<file path="src/rtl/pipe_chain.sv">
// pipe_chain: parametrised chain of pipeline registers for the 16-bit core.
// Each stage holds a payload plus a valid bit and can be stalled, flushed or
// filled with a bubble. A RUN/DRAIN/HALTED state machine empties the pipe on
// request.
//
// Optional feature macro: PIPE_PERF_EN
//   defined     -> retired / stall_cycles performance counters are built.
//   not defined -> both counter outputs are tied to zero.
//
// Ports:
//   clk          rising-edge clock
//   rst          asynchronous active-low reset
//   in_valid     payload offered to stage 0
//   in_data      payload for stage 0
//   in_ready     stage 0 accepts this cycle (combinational)
//   stall_req    hold stages 0..stall_at
//   stall_at     oldest held stage (clamped to STAGES-1)
//   flush_req    clear stages 0..flush_at
//   flush_at     oldest flushed stage (clamped to STAGES-1)
//   halt_req     start draining (level)
//   stage_data   all stage payloads, stage k at [k*DATA_W +: DATA_W]
//   stage_valid  valid bit per stage
//   out_valid    valid of last stage
//   out_data     payload of last stage
//   occupancy    number of valid stages
//   halted       pipe has drained
//   retired      retired-payload counter (wraps)
//   stall_cycles stall cycle counter (wraps)
module pipe_chain #(
  parameter int                DATA_W = 16,
  parameter int                STAGES = 4,
  parameter logic [DATA_W-1:0] NOP    = '0,
  parameter int                IDX_W  = $clog2(STAGES)
) (
  input  logic                       clk,
  input  logic                       rst,
  input  logic                       in_valid,
  input  logic [DATA_W-1:0]          in_data,
  output logic                       in_ready,
  input  logic                       stall_req,
  input  logic [IDX_W-1:0]           stall_at,
  input  logic                       flush_req,
  input  logic [IDX_W-1:0]           flush_at,
  input  logic                       halt_req,
  output logic [STAGES*DATA_W-1:0]   stage_data,
  output logic [STAGES-1:0]          stage_valid,
  output logic                       out_valid,
  output logic [DATA_W-1:0]          out_data,
  output logic [$clog2(STAGES+1)-1:0] occupancy,
  output logic                       halted,
  output logic [15:0]                retired,
  output logic [15:0]                stall_cycles
);

  localparam int          OCC_W = $clog2(STAGES+1);
  localparam int unsigned LAST  = STAGES - 1;

  typedef enum logic [1:0] {
    RUN    = 2'd0,
    DRAIN  = 2'd1,
    HALTED = 2'd2
  } state_t;

  state_t              state_q, state_d;
  logic [DATA_W-1:0]   data_q [STAGES];
  logic [DATA_W-1:0]   data_d [STAGES];
  logic [STAGES-1:0]   valid_q, valid_d;
  int unsigned         f_idx, s_idx;
  logic                accept;

  // Out-of-range indices address the last stage.
  always_comb begin
    f_idx = 32'(flush_at);
    s_idx = 32'(stall_at);
    if (f_idx > LAST) f_idx = LAST;
    if (s_idx > LAST) s_idx = LAST;
  end

  assign in_ready  = (state_q == RUN) && !stall_req && !flush_req;
  assign accept    = in_valid && in_ready;
  assign occupancy = OCC_W'($countones(valid_q));

  // Per-stage next state; priority: flush, stall-hold, stall-bubble, advance.
  always_comb begin
    for (int unsigned k = 0; k < STAGES; k++) begin
      valid_d[k] = valid_q[k];
      data_d[k]  = data_q[k];
    end

    if (flush_req) begin
      valid_d[0] = 1'b0;
      data_d[0]  = NOP;
    end else if (!stall_req) begin
      valid_d[0] = accept;
      data_d[0]  = accept ? in_data : NOP;
    end

    for (int unsigned k = 1; k < STAGES; k++) begin
      if (flush_req && k <= f_idx) begin
        valid_d[k] = 1'b0;
        data_d[k]  = NOP;
      end else if (stall_req && k <= s_idx) begin
        valid_d[k] = valid_q[k];
        data_d[k]  = data_q[k];
      end else if (stall_req && k == s_idx + 1) begin
        valid_d[k] = 1'b0;
        data_d[k]  = NOP;
      end else begin
        valid_d[k] = valid_q[k-1];
        data_d[k]  = data_q[k-1];
      end
    end
  end

  always_ff @(posedge clk or negedge rst) begin
    if (!rst) begin
      valid_q <= '0;
      for (int unsigned k = 0; k < STAGES; k++) data_q[k] <= NOP;
    end else begin
      valid_q <= valid_d;
      for (int unsigned k = 0; k < STAGES; k++) data_q[k] <= data_d[k];
    end
  end

  always_comb begin
    state_d = state_q;
    case (state_q)
      RUN:     if (halt_req) state_d = DRAIN;
      DRAIN:   if (occupancy == '0) state_d = HALTED;
      HALTED:  state_d = HALTED;
      default: state_d = RUN;
    endcase
  end

  always_ff @(posedge clk or negedge rst) begin
    if (!rst) state_q <= RUN;
    else      state_q <= state_d;
  end

  assign halted = (state_q == HALTED);

  always_comb begin
    stage_data = '0;
    for (int unsigned k = 0; k < STAGES; k++)
      stage_data[k*DATA_W +: DATA_W] = data_q[k];
  end

  assign stage_valid = valid_q;
  assign out_valid   = valid_q[LAST];
  assign out_data    = data_q[LAST];

`ifdef PIPE_PERF_EN
  logic        retire_evt;
  logic [15:0] retired_q, stall_q;

  // Indices are clamped, so "covers the last stage" reduces to equality.
  assign retire_evt = valid_q[LAST] &&
                      !(flush_req && f_idx == LAST) &&
                      !(stall_req && s_idx == LAST);

  always_ff @(posedge clk or negedge rst) begin
    if (!rst) begin
      retired_q <= '0;
      stall_q   <= '0;
    end else begin
      if (retire_evt) retired_q <= retired_q + 16'd1;
      if (stall_req)  stall_q   <= stall_q + 16'd1;
    end
  end

  assign retired      = retired_q;
  assign stall_cycles = stall_q;
`else
  assign retired      = 16'h0000;
  assign stall_cycles = 16'h0000;
`endif

endmodule

</file>
<file path="config.mk">
export PLATFORM = sky130hd
export DESIGN_NAME = pipe_chain
export DESIGN_NICKNAME = d
export VERILOG_FILES = /design/src/rtl/pipe_chain.sv
export SDC_FILE = /design/constraint.sdc
export NUM_CORES = 1
export LEC_CHECK = 0
export CAP_MARGIN = 20
export CELL_PAD_IN_SITES_DETAIL_PLACEMENT = 1
export CELL_PAD_IN_SITES_GLOBAL_PLACEMENT = 1
export CORE_ASPECT_RATIO = 0.9
export CORE_MARGIN = 2
export CORE_UTILIZATION = 28
export DETAILED_ROUTE_END_ITERATION = 10
export PLACE_DENSITY_LB_ADDON = 0.2
export SYNTH_ARGS = -nofsm -noshare
export SYNTH_HDL_FRONTEND = slang
export SYNTH_SLANG_ARGS = --single-unit
</file>
<file path="constraint.sdc">
create_clock -name clk -period 2.2 [get_ports clk]
set_clock_uncertainty 0.05 [all_clocks]
set_input_delay 0.44 -clock clk [delete_from_list [all_inputs] [get_ports clk]]
set_output_delay 0.44 -clock clk [all_outputs]
set_load 0.03 [all_outputs]
</file>
; Word level (Yosys, flattened, before mapping)
; Index checks and enable logic that the tools add are counted.
[word_totals]
regBits = 70
in_bits = 26
word_cells = 73
[classes]
add_sub_neg = 4
magnitude_cmp = 6
n_eq_ne = 11
muxes = 26
reduce_logical = 17
[ops]
columns = cell, n
row1 = 2-to-1 mux 16 bit, 12
row2 = "equality test 1 x 32 -> 1 bit, first input constant", 1
row3 = "equality test 2 x 32 -> 1 bit, first input constant", 1
row4 = logical AND 1 bit, 12
row5 = 2-to-1 mux 1 bit, 11
row6 = "!= test 2 bit, second input constant", 5
row7 = "<= comparator 2 bit, first input constant", 4
row8 = case mux 2 bit (3 select lines), 1
row9 = adder 1 x 1 -> 2 bit, 2
row10 = "<= comparator 1 x 2 -> 1 bit, first input constant", 2
row11 = 2-to-1 mux 2 bit, 2
row12 = "adder 2 x 1 -> 3 bit, second input constant", 1
row13 = adder 2 x 2 -> 3 bit, 1
row14 = "equality test 2 x 3 -> 1 bit, first input constant", 1
row15 = logical NOT 3 bit, 1
row16 = "equality test 2 x 1 -> 1 bit, second input constant", 1
row17 = "equality test 2 bit, second input constant", 1
row18 = logical NOT 1 bit, 2
row19 = logical NOT 2 bit, 1
row20 = "!= test 2 x 1 -> 1 bit, second input constant", 1
row21 = AND reduction 2 bit, 1

; Logic depth before layout (Yosys ltp)
[logic_depth]
ltp_word = 7
mapped_depth = 8
ltp_nobuf = 8

; Worst setup path before layout
; Ideal clock, no wire load.
[synth_path]
path_type = register to register
startpoint = register valid_q[0], in the netlist stage_valid[0]
endpoint = register state_q[0]
setup_ns = 0.125
arrival_time_ns = 2.434
required_ns = 2.025
setup_slack_ns = -0.408
path_stages_with_launch = 9
n_path_buf = 0
period_less_slack_ns = 2.608
path_cell_list = dfrtp_1 inv_1 fa_1 inv_1 ha_1 ha_1 o31ai_1 o21ai_0 mux2_2
[synth_via]
elab_chain_cells = 5
[synth_rtl]
columns = element, line
row1 = "start, declared", 67  ; logic [STAGES-1:0] valid_q, valid_d;
row2 = "start signal, assigned", 120  ; valid_q <= valid_d;
row3 = adder 1 x 1 -> 2 bit (implied by the code), 81  ; assign occupancy = OCC_W'($countones(valid_q));
row4 = adder 2 x 2 -> 3 bit (implied by the code), 81
row5 = named net occupancy[1], 49  ; output logic [$clog2(STAGES+1)-1:0] occupancy,
row6 = logical NOT 3 bit, 129  ; DRAIN: if (occupancy == '0) state_d = HALTED;
row7 = != test 2 bit (no line), --
row8 = AND reduction 2 bit (no line), --
row9 = "end signal, assigned", 137  ; else state_q <= state_d;
row10 = "end, declared", 64  ; state_t state_q, state_d;
; The timed path passes the listed nets, and every way through them passes these cells.
; A chain may end at the register's enable or synchronous reset.

; Worst setup path after layout
[layout_path]
startpoint = register valid_q[1], in the netlist stage_valid[1]
endpoint = output occupancy[1]
[layout_via]
elab_chain_cells = 2
[layout_rtl]
columns = element, line
row1 = adder 1 x 1 -> 2 bit (implied by the code), 81
row2 = adder 2 x 2 -> 3 bit (implied by the code), 81
row3 = "end, declared", 49
; Every way passes these cells.

==> results.env <==
STATUS='finished with violations'
WORSTPATHMAXFANOUT=2
CAP_VIOL_MAX_COUNT=0
YS_TYPES=34
POST_SYNTH_MAIN_AREA_CONTRIBUTORS='sky130_fd_sc_hd__dfrtp_1 54%, sky130_fd_sc_hd__a22o_1 13%, sky130_fd_sc_hd__buf_4 12%, sky130_fd_sc_hd__nor3_2 3.1%, sky130_fd_sc_hd__nor3b_1 2.5%'
WORST_HOLD_SLACK_NS=0.0558
DETAIL_ROUTE.DRC_VIOLATIONS=0
GRT_FIRST_PASS_WIRELENGTH_UM=13500
YOSYS.CELL_COUNT.TOP_TYPE='sky130_fd_sc_hd__dfrtp_1'
GRT_START_MAX_NET_PINS=47
TOTAL_LEAKAGE_POWER_nW=2.11
RSZ0062_AT_GRT='yes'
TOPROUTINGLAYERUSED='met4'
DP.FINAL_HPWL_UM=6580
INT_POWER_mW=2.70
FINISH.INSTANCE_AREA_UM2=4770
PLACE_INST=520
NUM_ANTENNA_CELLS=0
SYNTH_SEQUENTIAL_AREA_RATIO=0.537
YS_WARN_COUNT=0
SETUP-VIOLATIONS-FINAL=5
MIN-DELAY-PATH-CLASS='input port to async pin'
COMBINATIONALPOWERSHARE=0.220
FIN_UTIL=0.419
PLACE.GP.CONGESTION=0.785
LAYOUT_SETUP_WS_NS=-0.152
SYN_AREA_UM2=3260
CORE-AREA_UM2=11400
LAYOUT.NETS=409
POWER_mW=3.82
POWER-PER-CELL-AREA_nW_PER_UM2=800
ROUTE.MET2.WL_UM=3880
DIEAREA_UM2=12500
SEQUENTIALPOWERSHARE=0.372
CTS_TREE='yes'
GRT_USE_TOTAL=0.139
MAX_FREQ_MHz=425
P_CLK_FRAC=0.408
PLACEMENT_ROWS=37
DRT-INITIAL-DRC-COUNT=53
SETUP_TOTAL_NEGATIVE_SLACK_NS=-0.337
NETLIST_INSTANCES=267
SYNTHFLOPTYPE='sky130_fd_sc_hd__dfrtp_1'
WORST_SKEW_PAIR.LATE_LATENCY_NS=0.33
HOLD_VIOL=0
CHIPHEIGHT_UM=106
PLACE_WORST_SETUP_SLACK_NS=0.00324
ROUTE.VIAS.TOTAL=2317
MULTI_INPUT_AREA_UM2=1180
NET-SWITCHING-POWER_mW=1.12
M1WIRELENGTH_UM=4100
RELATIVE_SLEW_MARGINS=0.492
POSTPLACECELLAREA_UM2=4390
CRITICAL_PATH.N_BUFFERS_INVERTERS=3
FRACTION_OF_THE_CYCLE_THE_FINAL_WORST_PATH_NEEDS=1.07
SEQ_AREA_UM2=1760
SLOWEST_STAGE='sky130_fd_sc_hd__fa_1'
ANTENNA_LEFT=0
TOP_LEVEL_PORTS=148
TRITONCTS_BUFFER_COUNT=9
FINALNONFILLERCELLS=537
FILLERS=1251
START_UTIL=0.286
CTS_SINKS=70
PLACE.PORT_BUFFERS=115
FINAL_PERIOD_MINUS_WORST_SETUP_SLACK_NS=2.35
TIMING.CRITICAL_PATH.FROM_TYPE='flop'
MET3ROUTEDLENGTH_UM=445
WL_UM=8550
GRT_PASS1_VIAS=2386
DRIVE_GT1_FRAC=0.173
WORSTMARGINPINSLEW_NS=0.757
CTS.HTREE.LEVELS=3
POWER.SWITCHING_FRACTION=0.294
CRIT_PATH_END_KIND='output port'
CRITICAL_PATH_CLASS='flop to output port'
SYNTH.FF_LATCH_COUNT=70
DIE_W_UM=118
GRT_REMAINING_OVERFLOW=0
CLOCK_TREE.BUFFER_DEPTH=2
GRT_ANTENNA_BEFORE_REPAIR=0
SLOWEST_CELL_DELAY_ON_CRITICAL_PATH_NS=0.54
YS_TOP_CELLS_BY_COUNT='70 x sky130_fd_sc_hd__dfrtp_1, 51 x sky130_fd_sc_hd__buf_4, 50 x sky130_fd_sc_hd__a22o_1'
WORST_EP_ARRIVAL_TIME_NS=1.86
WL_PER_CELL_UM=15.9
SYNTH_TOP_AREA_CELL='sky130_fd_sc_hd__dfrtp_1'
SYNTH_EDF_COUNT=0
SYN_TO_FINAL_GROWTH_PCT=46.3
CLK_PIN_SLEW_WORST_PATHS_NS=0.06
POST_DRT_VIA_CELL_RATIO=4.31
POSTSYNTHAREAPERCELL_UM2=12.2
DRT-PASS1-ITER-COUNT=4
CRIT_CHAIN='inv_2 > fa_1 > inv_2 > ha_4 > ha_4 > buf_6'
ASYNCSETRESETFLOPFRACSYNTH=1.00
CRIT_FAMILY='adder cells'
FAILED_CHECKS='negative setup slack'
YOSYS.AREA.TOP_TYPE_SHARE=0.537
DRV_SLEW=0
CLOCKROOTBUFFER='sky130_fd_sc_hd__clkbuf_16'
VDD_DROP_MAX_mV=0.266
REQUIRED_NS=1.71
[what timing repair did]
item / CTS / global route
gates resized for setup: 5 / 5
buffers inserted: 0 / 1
hold buffers: 0 / 0
endpoints found under the setup margin: 3 / 6
pin swaps: 0 / 0
[metal layers]
layer | vias to the layer above | track usage
li1 | 1094 | -
met1 | 1126 | 0.185
met2 | 86 | 0.219
met3 | 11 | 0.0306
met4 | 0 | 0.0542
met5 | - | 0
[cell usage in the layout (no fill, tap or decap), types with 4 or more instances in the layout]
cell | netlist | final
sky130_fd_sc_hd__nor3_2 | 10 | 10
sky130_fd_sc_hd__a22o_1 | 50 | 50
sky130_fd_sc_hd__a21oi_1 | 5 | 5
sky130_fd_sc_hd__ha_1 | 6 | 4
sky130_fd_sc_hd__nor2_1 | 12 | 12
sky130_fd_sc_hd__dfrtp_1 | 70 | 67
sky130_fd_sc_hd__inv_1 | 8 | 5
sky130_fd_sc_hd__nand2_1 | 5 | 5
sky130_fd_sc_hd__clkbuf_16 | 0 | 9
sky130_fd_sc_hd__buf_4 | 51 | 15
sky130_fd_sc_hd__conb_1 | 1 | 32
sky130_fd_sc_hd__nand3_1 | 5 | 5
sky130_fd_sc_hd__nor3b_1 | 11 | 11
sky130_fd_sc_hd__clkdlybuf4s50_1 | 0 | 109
[state kept, by name, summed over array words and instances (netlist names)]
signal	cells
stage_valid	4
out_data	16
stage_data	48
state_q	2
[final timing paths]
| check | startpoint | end | slack, ns | depth (start not counted) |
|---|---|---|---|---|
| hold / removal | rst | stage_data[17] | 0.06 | 1 |
| max in group asynchronous | rst | stage_data[23] | 1.43 | 2 |
| setup / recovery | stage_valid[1] | occupancy[1] | -0.15 | 6 |
| min in group clk | stage_data[2] | stage_data[2] | 0.48 | 1 |
| hold reg to reg | stage_data[2] | stage_data[2] | 0.48 | 1 |
| setup reg to reg | stage_valid[1] | state_q[0] | -0.07 | 9 |
[power by group through the flow]
| stage | Combinational [mW] | Clock, mW | Sequential (mW) |
|---|---|---|---|
| detailed placement | 0.804 | 0 | 1.45 |
| global placement | 0.791 | 0 | 1.44 |
| global route | 0.898 | 1.64 | 1.43 |
| CTS | 0.819 | 1.59 | 1.42 |
| floorplan | 0.452 | 0 | 1.53 |
| finish | 0.839 | 1.56 | 1.42 |
[kinds of logic (layout without fill, tap and decap cells)]
logic type / after synthesis / after routing / share of synthesized area
buf+inv: 71 / 154 / 0.152
flops: 70 / 70 / 0.537
compound gates: 64 / 64 / 0.170
simple gates: 52 / 52 / 0.104
fa+ha+maj: 7 / 7 / 0.0292
mux: 2 / 2 / 0.00691
other cells: 1 / 32 / 0.00115
[layout make-up]
| cell class | instances | area share |
|---|---|---|
| flip-flops and latches | 70 | 0.368 |
| repair buffers | 130 | 0.270 |
| multi-input cells | 157 | 0.247 |
| clock buffers | 9 | 0.0472 |
| well taps | 156 | 0.0409 |
| clock inverters | 7 | 0.0205 |
| inverters | 8 | 0.00630 |
Note: power is estimated with default switching activity, not from simulation.
